`src/rtl/mult_div_unit.sv`:
```
// Sequential signed 32x32 multiply (radix-2 Booth) and divide (restoring) unit
// feeding the MIPS HI/LO registers; 33 edges from start to done for either op.
//
// state  | meaning
// IDLE   | waiting for mult_start/div_start
// MULT   | Booth iterations, counter counts 32 down to 1
// DIV    | restoring-division iterations on magnitudes
// FIX    | commit product, or sign-corrected quotient/remainder
// DONE   | one-cycle done strobe (div_zero too on a zero divisor)
module mult_div_unit (
    input  logic        clk,
    input  logic        reset,
    input  logic        mult_start,
    input  logic        div_start,
    input  logic [31:0] op_a,
    input  logic [31:0] op_b,
    output logic [31:0] hi_out,
    output logic [31:0] lo_out,
    output logic        done,
    output logic        busy,
    output logic        div_zero
);

    typedef enum logic [2:0] {S_IDLE, S_MULT, S_DIV, S_FIX, S_DONE} state_t;

    state_t      r_state;
    state_t      w_next;
    logic [5:0]  r_cnt;
    logic [32:0] r_acc_hi;
    logic [31:0] r_acc_lo;
    logic        r_qm1;
    logic [31:0] r_opnd;
    logic        r_is_div;
    logic        r_sign_q;
    logic        r_sign_r;
    logic        r_dz;
    logic [31:0] r_hi_out;
    logic [31:0] r_lo_out;

    logic        w_b_zero;
    logic        w_dz_start;
    logic [31:0] w_mag_a;
    logic [31:0] w_mag_b;
    logic [32:0] w_opnd_sx;
    logic [32:0] w_booth_sum;
    logic [32:0] w_shift;
    logic [33:0] w_trial;
    logic        w_trial_ok;
    logic [31:0] w_quo_fix;
    logic [31:0] w_rem_fix;

    assign w_b_zero   = (op_b == 32'd0);
    assign w_dz_start = !mult_start && div_start && w_b_zero;
    // 0x80000000 negates to itself, which is the correct unsigned magnitude
    assign w_mag_a    = op_a[31] ? (~op_a + 32'd1) : op_a;
    assign w_mag_b    = op_b[31] ? (~op_b + 32'd1) : op_b;

    assign w_opnd_sx  = {r_opnd[31], r_opnd};

    always_comb begin
        w_booth_sum = r_acc_hi;
        case ({r_acc_lo[0], r_qm1})
            2'b01:   w_booth_sum = r_acc_hi + w_opnd_sx;
            2'b10:   w_booth_sum = r_acc_hi - w_opnd_sx;
            default: w_booth_sum = r_acc_hi;
        endcase
    end

    // The partial remainder stays below the divisor, so 33 bits hold the shift
    assign w_shift    = {r_acc_hi[31:0], r_acc_lo[31]};
    assign w_trial    = {1'b0, w_shift} - {2'b00, r_opnd};
    assign w_trial_ok = ~w_trial[33];

    assign w_quo_fix  = r_sign_q ? (~r_acc_lo + 32'd1) : r_acc_lo;
    assign w_rem_fix  = r_sign_r ? (~r_acc_hi[31:0] + 32'd1) : r_acc_hi[31:0];

    always_ff @(posedge clk) begin
        if (reset) r_state <= S_IDLE;
        else       r_state <= w_next;
    end

    always_comb begin
        w_next = r_state;
        case (r_state)
            S_IDLE: begin
                if (mult_start)                 w_next = S_MULT;
                else if (div_start && !w_b_zero) w_next = S_DIV;
                else if (div_start)             w_next = S_DONE;
            end
            S_MULT:  if (r_cnt == 6'd1) w_next = S_FIX;
            S_DIV:   if (r_cnt == 6'd1) w_next = S_FIX;
            S_FIX:   w_next = S_DONE;
            S_DONE:  w_next = S_IDLE;
            default: w_next = S_IDLE;
        endcase
    end

    always_comb begin
        busy     = (r_state == S_MULT) || (r_state == S_DIV) || (r_state == S_FIX);
        done     = (r_state == S_DONE);
        div_zero = (r_state == S_DONE) && r_dz;
    end

    assign hi_out = r_hi_out;
    assign lo_out = r_lo_out;

    always_ff @(posedge clk) begin
        if (reset) begin
            r_cnt    <= 6'd0;
            r_acc_hi <= 33'd0;
            r_acc_lo <= 32'd0;
            r_qm1    <= 1'b0;
            r_opnd   <= 32'd0;
            r_is_div <= 1'b0;
            r_sign_q <= 1'b0;
            r_sign_r <= 1'b0;
            r_dz     <= 1'b0;
            r_hi_out <= 32'd0;
            r_lo_out <= 32'd0;
        end else begin
            case (r_state)
                S_IDLE: begin
                    r_dz <= w_dz_start;
                    if (mult_start) begin
                        r_acc_hi <= 33'd0;
                        r_acc_lo <= op_b;
                        r_qm1    <= 1'b0;
                        r_opnd   <= op_a;
                        r_cnt    <= 6'd32;
                        r_is_div <= 1'b0;
                    end else if (div_start && !w_b_zero) begin
                        r_acc_hi <= 33'd0;
                        r_acc_lo <= w_mag_a;
                        r_opnd   <= w_mag_b;
                        r_sign_q <= op_a[31] ^ op_b[31];
                        r_sign_r <= op_a[31];
                        r_cnt    <= 6'd32;
                        r_is_div <= 1'b1;
                    end
                end
                S_MULT: begin
                    r_acc_hi <= {w_booth_sum[32], w_booth_sum[32:1]};
                    r_acc_lo <= {w_booth_sum[0], r_acc_lo[31:1]};
                    r_qm1    <= r_acc_lo[0];
                    r_cnt    <= r_cnt - 6'd1;
                end
                S_DIV: begin
                    r_acc_hi <= w_trial_ok ? w_trial[32:0] : w_shift;
                    r_acc_lo <= {r_acc_lo[30:0], w_trial_ok};
                    r_cnt    <= r_cnt - 6'd1;
                end
                S_FIX: begin
                    if (r_is_div) begin
                        r_hi_out <= w_rem_fix;
                        r_lo_out <= w_quo_fix;
                    end else begin
                        r_hi_out <= r_acc_hi[31:0];
                        r_lo_out <= r_acc_lo;
                    end
                end
                default: ;
            endcase
        end
    end

endmodule

```
`config.mk`:
```
export PLATFORM = sky130hd
export DESIGN_NAME = mult_div_unit
export DESIGN_NICKNAME = d
export VERILOG_FILES = /design/src/rtl/mult_div_unit.sv
export SDC_FILE = /design/constraint.sdc
export NUM_CORES = 1
export LEC_CHECK = 0
export BUFFER_PORTS_ARGS = -buffer_cell sky130_fd_sc_hd__buf_2
export CAP_MARGIN = 5
export CORE_AREA = 5 5 169 171
export DETAILED_ROUTE_END_ITERATION = 8
export DIE_AREA = 0 0 174 176
export PLACE_DENSITY = 0.77
export SYNTH_ARGS = -nofsm -noshare
export SYNTH_HDL_FRONTEND = slang
export SYNTH_SLANG_ARGS = --single-unit
```
`constraint.sdc`:
```
create_clock -name clk -period 4.37 [get_ports clk]
set_input_delay 0.2185 -clock clk [delete_from_list [all_inputs] [get_ports clk]]
set_output_delay 0.2185 -clock clk [all_outputs]
set_load 0.01 [all_outputs]
```
==> flow_summary.yaml, run 1 <==
finish:
  layout_commonest_cell: "nand2_1"
  final_layout_size_suffix_gt1_share_pct: 12.74
  layout_common_cells: "nand2_1, nor2_1, dfxtp_1, o21ai_0, a21oi_1"
  stdcell_area_um2: 16280
  n_antenna_cell: 0
  fin_util_pct: 60.91
  layout.nets: 2248
  areaGrowthSynthToFinish_pct: 12.09
place:
  gp_congestion: 0.9774
  postPlaceCellArea_um2: 15570
  port_buffers: 134
  pre_cts_ws_ps: 156.1
  hpwl_um: 36490
routing:
  drtIter0Drc: 1754
  vias: 15509
  first_pass_iters: 6
  drt_wl_total_um: 48370
  ant_nets: 0
  via_per_inst: 6.304
  drc: 0
  avgRoutedWirePerCell_um: 19.66
timing:
  setup-violations-final: 0
  finalHoldViolCount: 0
  maxSlewHeadroom_pct: 26.11
  finalCriticalPeriod_ps: 4118
  clock_skew_ps: 15.96
  period_share_pct: 94.24
  slew_viol_final: 0
  hold_slack_ps: 111.7
  max_freq_mhz: 242.8
  worstMarginPinSlew_ps: 1105
  fin_ws_ps: 251.8
logic_synthesis:
  syn_nets: 2172
  postSynthAreaPerCell_um2: 7.154
  synthesis.area_um2: 14520
  yosys.area.top_type: "dfxtp_1"
  synth_cells: 2030
  netlist.area_leader.share_pct: 24.12
  ys.flop_type: "dfxtp_1"
  synthTopCellsByArea: "dfxtp_1, nand2_1, ha_1, xnor2_1, a21oi_1"
  synth.distinct_cells: 74
  yosysWarnings: 0
  ys_seq_area_share_pct: 24.12
  synth_edf_count: 0
  async_reset_ff_share_pct: 0
  synth-seq-cells: 175
setup_path:
  end_kind: "register"
  r2r_start: "r_opnd[4]$_SDFFE_PP0P_"
  cp_num_buf_inv: 2
  crit_required_ps: 4710
  critPathKind: "register to register"
  cp_num_cells: 20
  slowest_stage: "dfxtp_1"
  critical-path-top-delay-family: "compound AO/OA/AOI/OAI gates"
  path_max_fanout: 5
  regToRegEndpoint: "r_acc_hi[31]$_SDFFE_PP0P_"
  rrSetupSlack_ps: 250
  cp-start-kind: "register"
  worstPathArrival_ps: 4460
  slowest_delay_ps: 350
  cp_cell_sequence: "nor4_1 > buf_4 > and4_4 > and2_1 > nand2_1 > nor3_2 > buf_4 > a21oi_1 > xnor2_1 > ha_1 > a21oi_1 > o211ai_1 > a22oi_2 > a32o_1 > a31oi_2 > a221oi_2 > xnor2_1 > nor3b_1 > o21ai_1 > a211oi_1"
  reg2reg_depth: 20
die:
  die-area_um2: 30620
  rows: 60
  die_w_um: 174
  start_util_pct: 54.34
  ios: 135
  die_h_um: 176
  core_area_um2: 26730
clock_tree:
  h-tree-depth: 4
  cts_tree: "built"
  hold_buffers: 0
  path_clk_slew_ps: 80
  cts_buffer_depth: 2
  clkLatencyLatePin_ps: 450
  cts_buffers: 17
  cts_root_buffer: "clkbuf_16"
  cts.sinks: 175
power:
  p_total_mw: 14.15
  total_leakage_power_nw: 6.598
  max-vdd-ir-drop_mv: 0.4977
  powerDensity_nw_per_um2: 869.3
global_routing:
  grt_pass1_wl_um: 75440
  gr-total-overflow: 0
  grt_use_total_pct: 30.06
  antenna_found_initial: 0
  grt_pass1_vias: 14124
  grt_max_degree: 134
hold_path:
  min_to: "r_opnd[29]$_SDFFE_PP0P_"
  hold_path_class: "input port to register"
  holdPathStages: 3
  hp-start: "op_a[29]"
outcome:
  outcome: "finished clean"
flow_run:
  drv_cap: 0
-- worst max-delay path by stage --
stage,from,end
after detailed placement,r_opnd[4]$_SDFFE_PP0P_,r_acc_hi[31]$_SDFFE_PP0P_
after CTS,r_opnd[4]$_SDFFE_PP0P_,r_acc_hi[31]$_SDFFE_PP0P_
after global routing,r_opnd[4]$_SDFFE_PP0P_,r_acc_hi[31]$_SDFFE_PP0P_
after global placement,r_opnd[4]$_SDFFE_PP0P_,r_acc_hi[32]$_SDFFE_PP0P_
final,r_opnd[4]$_SDFFE_PP0P_,r_acc_hi[31]$_SDFFE_PP0P_
after floorplan,r_opnd[4]$_SDFFE_PP0P_,r_acc_hi[31]$_SDFFE_PP0P_
-- worst reg2reg max path, cell delays in order (launching register included) --
cell	delay, ps
dfxtp_1	350
nor4_1	290
buf_4	180
and4_4	250
and2_1	150
nand2_1	70
nor3_2	140
buf_4	160
a21oi_1	80
xnor2_1	130
ha_1	300
a21oi_1	220
o211ai_1	180
a22oi_2	250
a32o_1	210
a31oi_2	60
a221oi_2	280
xnor2_1	160
nor3b_1	210
o21ai_1	100
a211oi_1	280
-- cells in the mapped netlist, types with 8 or more instances --
library cell,n
a221oi_1,21
nand2_1,291
and2_1,14
xor2_1,91
dfxtp_1,175
o41ai_1,10
clkbuf_1,123
a22oi_1,13
mux2i_1,14
nor4_1,19
o21ai_0,171
o21a_1,8
nor2b_1,12
or4_1,10
a221o_1,15
o31ai_1,31
xnor2_1,101
or3_1,16
nor3_1,57
a211oi_1,62
a21o_1,25
a31oi_1,28
a222oi_1,18
a21oi_1,172
nand2b_1,22
inv_1,68
nor2_1,201
and3_1,16
ha_1,72
buf_2,8
nand3_1,28
a311oi_1,15
-- timing repair --
| action | in CTS | in global routing |
|---|---|---|
| setup buffers | 0 | 1 |
| resized for setup | 0 | 14 |
| setup endpoints to repair | 0 | 7 |
| endpoints found under the hold margin | 0 | 0 |
-- metal layers --
layer / vias to the layer above / GRT usage [%] / part of all wire, %
li1: 7463 / - / -
met1: 7205 / 41.76 / 43
met2: 742 / 47.97 / 45
met3: 99 / 4.904 / 9.3
met4: 0 / 9.568 / 2.9
met5: - / 0 / 0
-- layout make-up --
class                   instances  area, µm²
clock buffers                  17      425.4
clock inverters                15      216.5
fillers                      2542      10450
inverters                      68      255.2
multi-input cells            1648      10280
flip-flops and latches        175       3503
well taps                     341      426.7
repair buffers                196       1166
-- cells by family after synthesis --
| logic type | share of synthesized area (%) |
|---|---|
| buffers and inverters | 5.678 |
| adders and majority gates | 6.479 |
| xor gates and xnor gates | 11.58 |
| DFF | 24.12 |
| muxes | 1.120 |
| AOI/OAI and AO/OA | 28.78 |
| and+or+nand+nor | 22.25 |
-- metrics by stage --
stage,TNS [ps],std cells
after floorplan,0,2030
after global placement,0,2427
after detailed placement,0,2427
after CTS,0,2459
after global routing,-26.10,2460
final,0,2460
-- where the power goes --
group | internal [mW] | switching [mW] | total (mW)
Sequential | 2.05 | 0.685 | 2.73
Clock | 0.802 | 0.846 | 1.65
Combinational | 3.86 | 5.91 | 9.77
Total | 6.71 | 7.44 | 14.2
-- state kept, by name, indices dropped and copies added, names as in the netlist, 3 cells and up --
| name | flops |
|---|---|
| r_acc_lo | 32 |
| r_cnt | 6 |
| hi_out | 32 |
| lo_out | 32 |
| r_acc_hi | 33 |
| r_opnd | 32 |
| r_state | 3 |
(Power assumes the default switching activity.)
==> run 2: changes to the inputs <==
--- a/config.mk
+++ b/config.mk
@@ -7,10 +7,12 @@
 export LEC_CHECK = 0
 export BUFFER_PORTS_ARGS = -buffer_cell sky130_fd_sc_hd__buf_2
 export CAP_MARGIN = 5
-export CORE_AREA = 5 5 169 171
+export CELL_PAD_IN_SITES_DETAIL_PLACEMENT = 2
+export CELL_PAD_IN_SITES_GLOBAL_PLACEMENT = 2
+export CORE_AREA = 5 5 220 222
 export DETAILED_ROUTE_END_ITERATION = 8
-export DIE_AREA = 0 0 174 176
-export PLACE_DENSITY = 0.77
+export DIE_AREA = 0 0 225 227
+export PLACE_DENSITY_LB_ADDON = 0.1
 export SYNTH_ARGS = -nofsm -noshare
 export SYNTH_HDL_FRONTEND = slang
 export SYNTH_SLANG_ARGS = --single-unit
==> run 2 against run 1 <==
Effect of this change: register-to-register slack worse by 90 ps; wire length up 32%; clock-buffer cell count up 1; sequential cell count unchanged; clock skew fell by 2.6 ps; combinational power increased by 9.5%; final cell count increased by 12%; via count up 0.92%; critical path depth rose by 1; die area grew 67%; first-iteration DRC count decreased by 51%; non-clock buffer count grew 22; critical path type unchanged; critical endpoint unchanged.
==> flow_summary.yaml, run 2 (synthesis results as in run 1) <==
finish:
  stdcell_area_um2: 16760
  final_layout_size_suffix_gt1_share_pct: 13.87
  layout_common_cells: "nand2_1, nor2_1, dfxtp_1, o21ai_0, a21oi_1"
  regMostFlops: "r_acc_hi"
  largest_register_ff_count: 33
  layout_commonest_cell: "nand2_1"
  n_antenna_cell: 0
  layout.nets: 2270
  stdcell_count: 2748
  areaGrowthSynthToFinish_pct: 15.40
routing:
  ant_nets: 0
  first_pass_iters: 6
  drt_wl_total_um: 63880
  drc: 0
  vias: 15651
  avgRoutedWirePerCell_um: 23.25
  drtIter0Drc: 864
  via_per_inst: 5.695
setup_path:
  end_kind: "register"
  cp-start-kind: "register"
  worstPathArrival_ps: 4630
  cp_cell_sequence: "nor4_2 > buf_4 > and4_4 > and2_4 > nand2_1 > nor3_1 > buf_4 > nand2_1 > nor3_2 > nor2_1 > xnor2_1 > ha_1 > a21oi_2 > nor2b_4 > a32o_2 > a31oi_4 > a221oi_2 > xnor2_1 > nor3b_2 > o21ai_1 > a211oi_1"
  slowest_delay_ps: 340
  critPathKind: "register to register"
  slowest_stage: "a221oi_2"
  crit_required_ps: 4790
  path_max_fanout: 5
clock_tree:
  cts.sinks: 175
  h-tree-depth: 4
  cts_buffers: 17
  cts_tree: "built"
  clkLatencyLatePin_ps: 510
  path_clk_slew_ps: 80
  hold_buffers: 0
  cts_root_buffer: "clkbuf_16"
  cts_buffer_depth: 2
timing:
  hold_slack_ps: 40.74
  clock_skew_ps: 13.35
  slew_viol_final: 0
  rsz0062_at_grt: "yes"
  period_share_pct: 96.40
  setup-violations-final: 0
  finalCriticalPeriod_ps: 4212
  finalHoldViolCount: 0
  worstMarginPinSlew_ps: 1165
  max_freq_mhz: 237.4
  maxSlewHeadroom_pct: 21.48
hold_path:
  hold_path_class: "input port to register"
die:
  die_h_um: 227
  die-area_um2: 51080
  die_w_um: 225
  rows: 79
  start_util_pct: 31.46
  core_area_um2: 46160
  ios: 135
place:
  port_buffers: 134
  post-place-cells: 2714
  postPlaceCellArea_um2: 16060
  gp_congestion: 0.8583
  hpwl_um: 49220
power:
  total_leakage_power_nw: 6.686
  max-vdd-ir-drop_mv: 0.5396
  powerDensity_nw_per_um2: 894.8
global_routing:
  grt_pass1_vias: 16314
  grt_use_total_pct: 24.26
  grt_max_degree: 100
  gr-total-overflow: 0
  grt_pass1_wl_um: 97100
  antenna_found_initial: 4
flow_run:
  drv_cap: 0
outcome:
  outcome: "finished clean"
## run 2: per-layer routing
| metal | part of all wire [%] | routed length, µm | global-route usage (%) |
|---|---|---|---|
| met5 | 0.017 | 11 | 0 |
| met2 | 48 | 30740 | 41.35 |
| met3 | 3.4 | 2172 | 3.727 |
| met1 | 47 | 29940 | 32.52 |
| met4 | 1.6 | 1012 | 5.657 |
## run 2: report_power, final
part / total [mW] / switching, mW / internal, mW / leakage [nW]
combinational: 10.7 / 6.57 / 4.10 / 4.97
clock: 1.62 / 0.852 / 0.770 / 0.283
sequential: 2.70 / 0.655 / 2.05 / 1.43
total: 15.0 / 8.08 / 6.92 / 6.69
## run 2: final timing paths
path / from / endpoint / slack, ps / cells after the start
hold / removal: op_a[29] / r_opnd[29]$_SDFFE_PP0P_ / 40 / 3
setup / recovery: r_opnd[4]$_SDFFE_PP0P_ / r_acc_hi[31]$_SDFFE_PP0P_ / 160 / 21
setup reg to reg: r_opnd[4]$_SDFFE_PP0P_ / r_acc_hi[31]$_SDFFE_PP0P_ / 160 / 21
hold reg to reg: hi_out[20]$_SDFFE_PP0N_ / hi_out[20]$_SDFFE_PP0N_ / 460 / 2
## run 2: critical path, delay by kind of cell (launching register included)
kind            cells  cell delay [ps]
simple gates       10             1600
xor+xnor            2              380
compound gates      6             1180
fa+ha+maj           1              290
flops               1              330
buf+inv             2              340
## run 2: through the flow
stage / worst slack [ps] / TNS (ps) / utilization (%) / power [mW]
floorplan: 159.8 / 0 / - / 9.592
global placement: 162.6 / 0 / 34.80 / 12.87
detailed placement: 24.13 / 0 / 34.80 / 13.22
CTS: 31.01 / 0 / 36.09 / 14.96
global route: -109.8 / -199.2 / 36.31 / 16.17
finish: 157.5 / 0 / 36.31 / 15.00
## run 2: cell type report
type                       count  area (µm²)
inverter                      68       255.2
clock inverter                14       160.2
multi-input combinational   1648       10320
timing repair buffer         218        1335
clock buffer                  18       429.2
sequential                   175        3503
tap                          607       759.5
fill                        5510       29400
## run 2: timing repair
item | CTS | global route
gates cloned | 0 | 0
endpoints found under the setup margin | 2 | 8
setup buffers | 0 | 2
pin swaps | 0 | 5
gates resized for setup | 1 | 21
==> run 3: changes to the inputs <==
--- a/config.mk
+++ b/config.mk
@@ -9,9 +9,9 @@
 export CAP_MARGIN = 5
 export CELL_PAD_IN_SITES_DETAIL_PLACEMENT = 2
 export CELL_PAD_IN_SITES_GLOBAL_PLACEMENT = 2
-export CORE_AREA = 5 5 220 222
+export CORE_AREA = 2 2 217 219
 export DETAILED_ROUTE_END_ITERATION = 8
-export DIE_AREA = 0 0 225 227
+export DIE_AREA = 0 0 219 221
 export PLACE_DENSITY_LB_ADDON = 0.1
 export SYNTH_ARGS = -nofsm -noshare
 export SYNTH_HDL_FRONTEND = slang
==> run 3 against run 2 <==
Effect of this change: sequential power barely moved; combinational power barely moved; via count up 0.52%; critical path depth stayed put; global-route usage grew 2.4 points; non-clock buffer count increased by 21; worst hold slack better by 12 ps; register-to-register slack got worse by 140 ps; die area decreased by 5.2%; sequential cell count did not move; clock-buffer cell count unchanged; critical endpoint is now r_acc_hi[32]$_SDFFE_PP0P_; clock skew up 4.7 ps.
==> flow_summary.yaml, run 3 (synthesis results as in run 1) <==
hold_path:
  min_to: "r_opnd[29]$_SDFFE_PP0P_"
  hold_path_class: "input port to register"
  hp-start: "op_a[29]"
  holdPathStages: 3
setup_path:
  slowest_delay_ps: 340
  crit_top_cell: "buf_4"
  reg2reg_depth: 21
  regToRegEndpoint: "r_acc_hi[32]$_SDFFE_PP0P_"
  worstPathArrival_ps: 4770
  crit_required_ps: 4790
  rrSetupSlack_ps: 20
  critical-path-top-delay-family: "simple AND/OR/NAND/NOR gates"
  path_max_fanout: 4
  cp_cell_sequence: "nor4_4 > buf_4 > and4_4 > and2_4 > nand2_2 > nor3_2 > buf_4 > nand2_1 > nor3_2 > buf_4 > a21oi_1 > xnor2_1 > ha_1 > a21o_1 > a21oi_1 > o21ai_0 > a221oi_4 > xnor2_2 > nor3b_2 > o21ai_2 > a211oi_2"
  slowest_stage: "dfxtp_2"
  r2r_start: "r_opnd[7]$_SDFFE_PP0P_"
  cp_num_buf_inv: 3
  cp-start-kind: "register"
  critPathKind: "register to register"
  end_kind: "register"
power:
  max-vdd-ir-drop_mv: 0.5396
  p_total_mw: 15.21
  powerDensity_nw_per_um2: 893.9
  total_leakage_power_nw: 6.809
routing:
  drc: 0
  drt_wl_total_um: 64630
  first_pass_iters: 6
  via_per_inst: 5.682
  drtIter0Drc: 814
  avgRoutedWirePerCell_um: 23.34
  vias: 15733
  ant_nets: 0
outcome:
  outcome: "finished clean"
clock_tree:
  hold_buffers: 0
  cts_buffer_depth: 2
  cts_tree: "built"
  clkLatencyLatePin_ps: 510
  path_clk_slew_ps: 80
  cts.sinks: 175
  cts_root_buffer: "clkbuf_16"
  h-tree-depth: 4
  cts_buffers: 17
place:
  hpwl_um: 49350
  port_buffers: 134
  postPlaceCellArea_um2: 16170
  gp_congestion: 0.8738
timing:
  setup-violations-final: 0
  slew_viol_final: 0
  period_share_pct: 99.50
  hold_slack_ps: 53.07
  clock_skew_ps: 18.01
  finalHoldViolCount: 0
  finalCriticalPeriod_ps: 4348
  rsz0062_at_grt: "yes"
  tns_ps: 0
  maxSlewHeadroom_pct: 21.47
  worstMarginPinSlew_ps: 1166
  max_freq_mhz: 230.0
finish:
  final_layout_size_suffix_gt1_share_pct: 15.08
  layout.nets: 2291
  nFillCells: 5487
  multi_input_area_um2: 10400
  n_antenna_cell: 0
  areaGrowthSynthToFinish_pct: 17.17
  seqCellArea_um2: 3505
  stdcell_area_um2: 17020
  layout_commonest_cell: "nand2_1"
  largest_register_ff_count: 33
  regMostFlops: "r_acc_hi"
  layout_common_cells: "nand2_1, nor2_1, dfxtp_1, a21oi_1, o21ai_0"
die:
  start_util_pct: 31.53
  core_area_um2: 46060
  die-area_um2: 48400
  rows: 79
  die_h_um: 221
  die_w_um: 219
  ios: 135
global_routing:
  grt_pass1_vias: 16599
  grt_use_total_pct: 26.70
  grt_pass1_wl_um: 99620
  grt_max_degree: 97
  gr-total-overflow: 0
  antenna_found_initial: 4
flow_run:
  drv_cap: 0
-- run 3: timing repair --
item | in CTS | in global routing
setup buffers | 1 | 8
resized for setup | 4 | 31
endpoints found under the setup margin | 4 | 11
pin swaps | 1 | 20
-- run 3: how the worst max path moves through the flow --
stage	start	end	slack (ps)	depth (start not counted)
detailed placement	r_opnd[4]$_SDFFE_PP0P_	r_acc_hi[32]$_SDFFE_PP0P_	3	21
global route	r_opnd[7]$_SDFFE_PP0P_	r_acc_hi[32]$_SDFFE_PP0P_	-240	21
floorplan	r_opnd[4]$_SDFFE_PP0P_	r_acc_hi[31]$_SDFFE_PP0P_	160	20
global placement	r_opnd[4]$_SDFFE_PP0P_	r_acc_hi[31]$_SDFFE_PP0P_	80	21
CTS	r_opnd[4]$_SDFFE_PP0P_	r_acc_hi[32]$_SDFFE_PP0P_	6	22
finish	r_opnd[7]$_SDFFE_PP0P_	r_acc_hi[32]$_SDFFE_PP0P_	20	21
-- run 3: routing by layer --
| metal | GRT usage, % | vias up | share of wire, % |
|---|---|---|---|
| li1 | - | 7527 | - |
| met1 | 35.11 | 7904 | 46 |
| met2 | 45.24 | 222 | 48 |
| met3 | 3.615 | 80 | 3.0 |
| met4 | 7.738 | 0 | 2.3 |
| met5 | 0 | - | 0 |
-- run 3: worst min-delay path: stages --
cell	delay [ps]
buf_2	130
nor2_1	90
a2111oi_0	60
-- run 3: through the flow --
| stage | worst slack (ps) | util, % | std cells |
|---|---|---|---|
| 2_1_floorplan | 159.8 | - | 2030 |
| 3_3_place_gp | 75.28 | 35.10 | 2728 |
| 4_1_cts | 6.116 | 36.47 | 2761 |
| 6_report | 21.80 | 36.94 | 2769 |
| 5_1_grt | -237.2 | 36.94 | 2769 |
| 3_5_place_dp | 3.257 | 35.10 | 2728 |
-- run 3: cell type report --
class / count / share of cell area (%)
clock buffers: 18 / 2.522
clock inverters: 14 / 1.007
inverters: 68 / 1.500
multi-input cells: 1648 / 61.14
flip-flops and latches: 175 / 20.60
well taps: 607 / 4.463
repair buffers: 239 / 8.772
-- run 3: report_power, final --
group / total (mW) / internal, mW / switching [mW]
sequential: 2.72 / 2.05 / 0.671
combinational: 10.8 / 4.23 / 6.61
clock: 1.65 / 0.818 / 0.834
total: 15.2 / 7.10 / 8.11
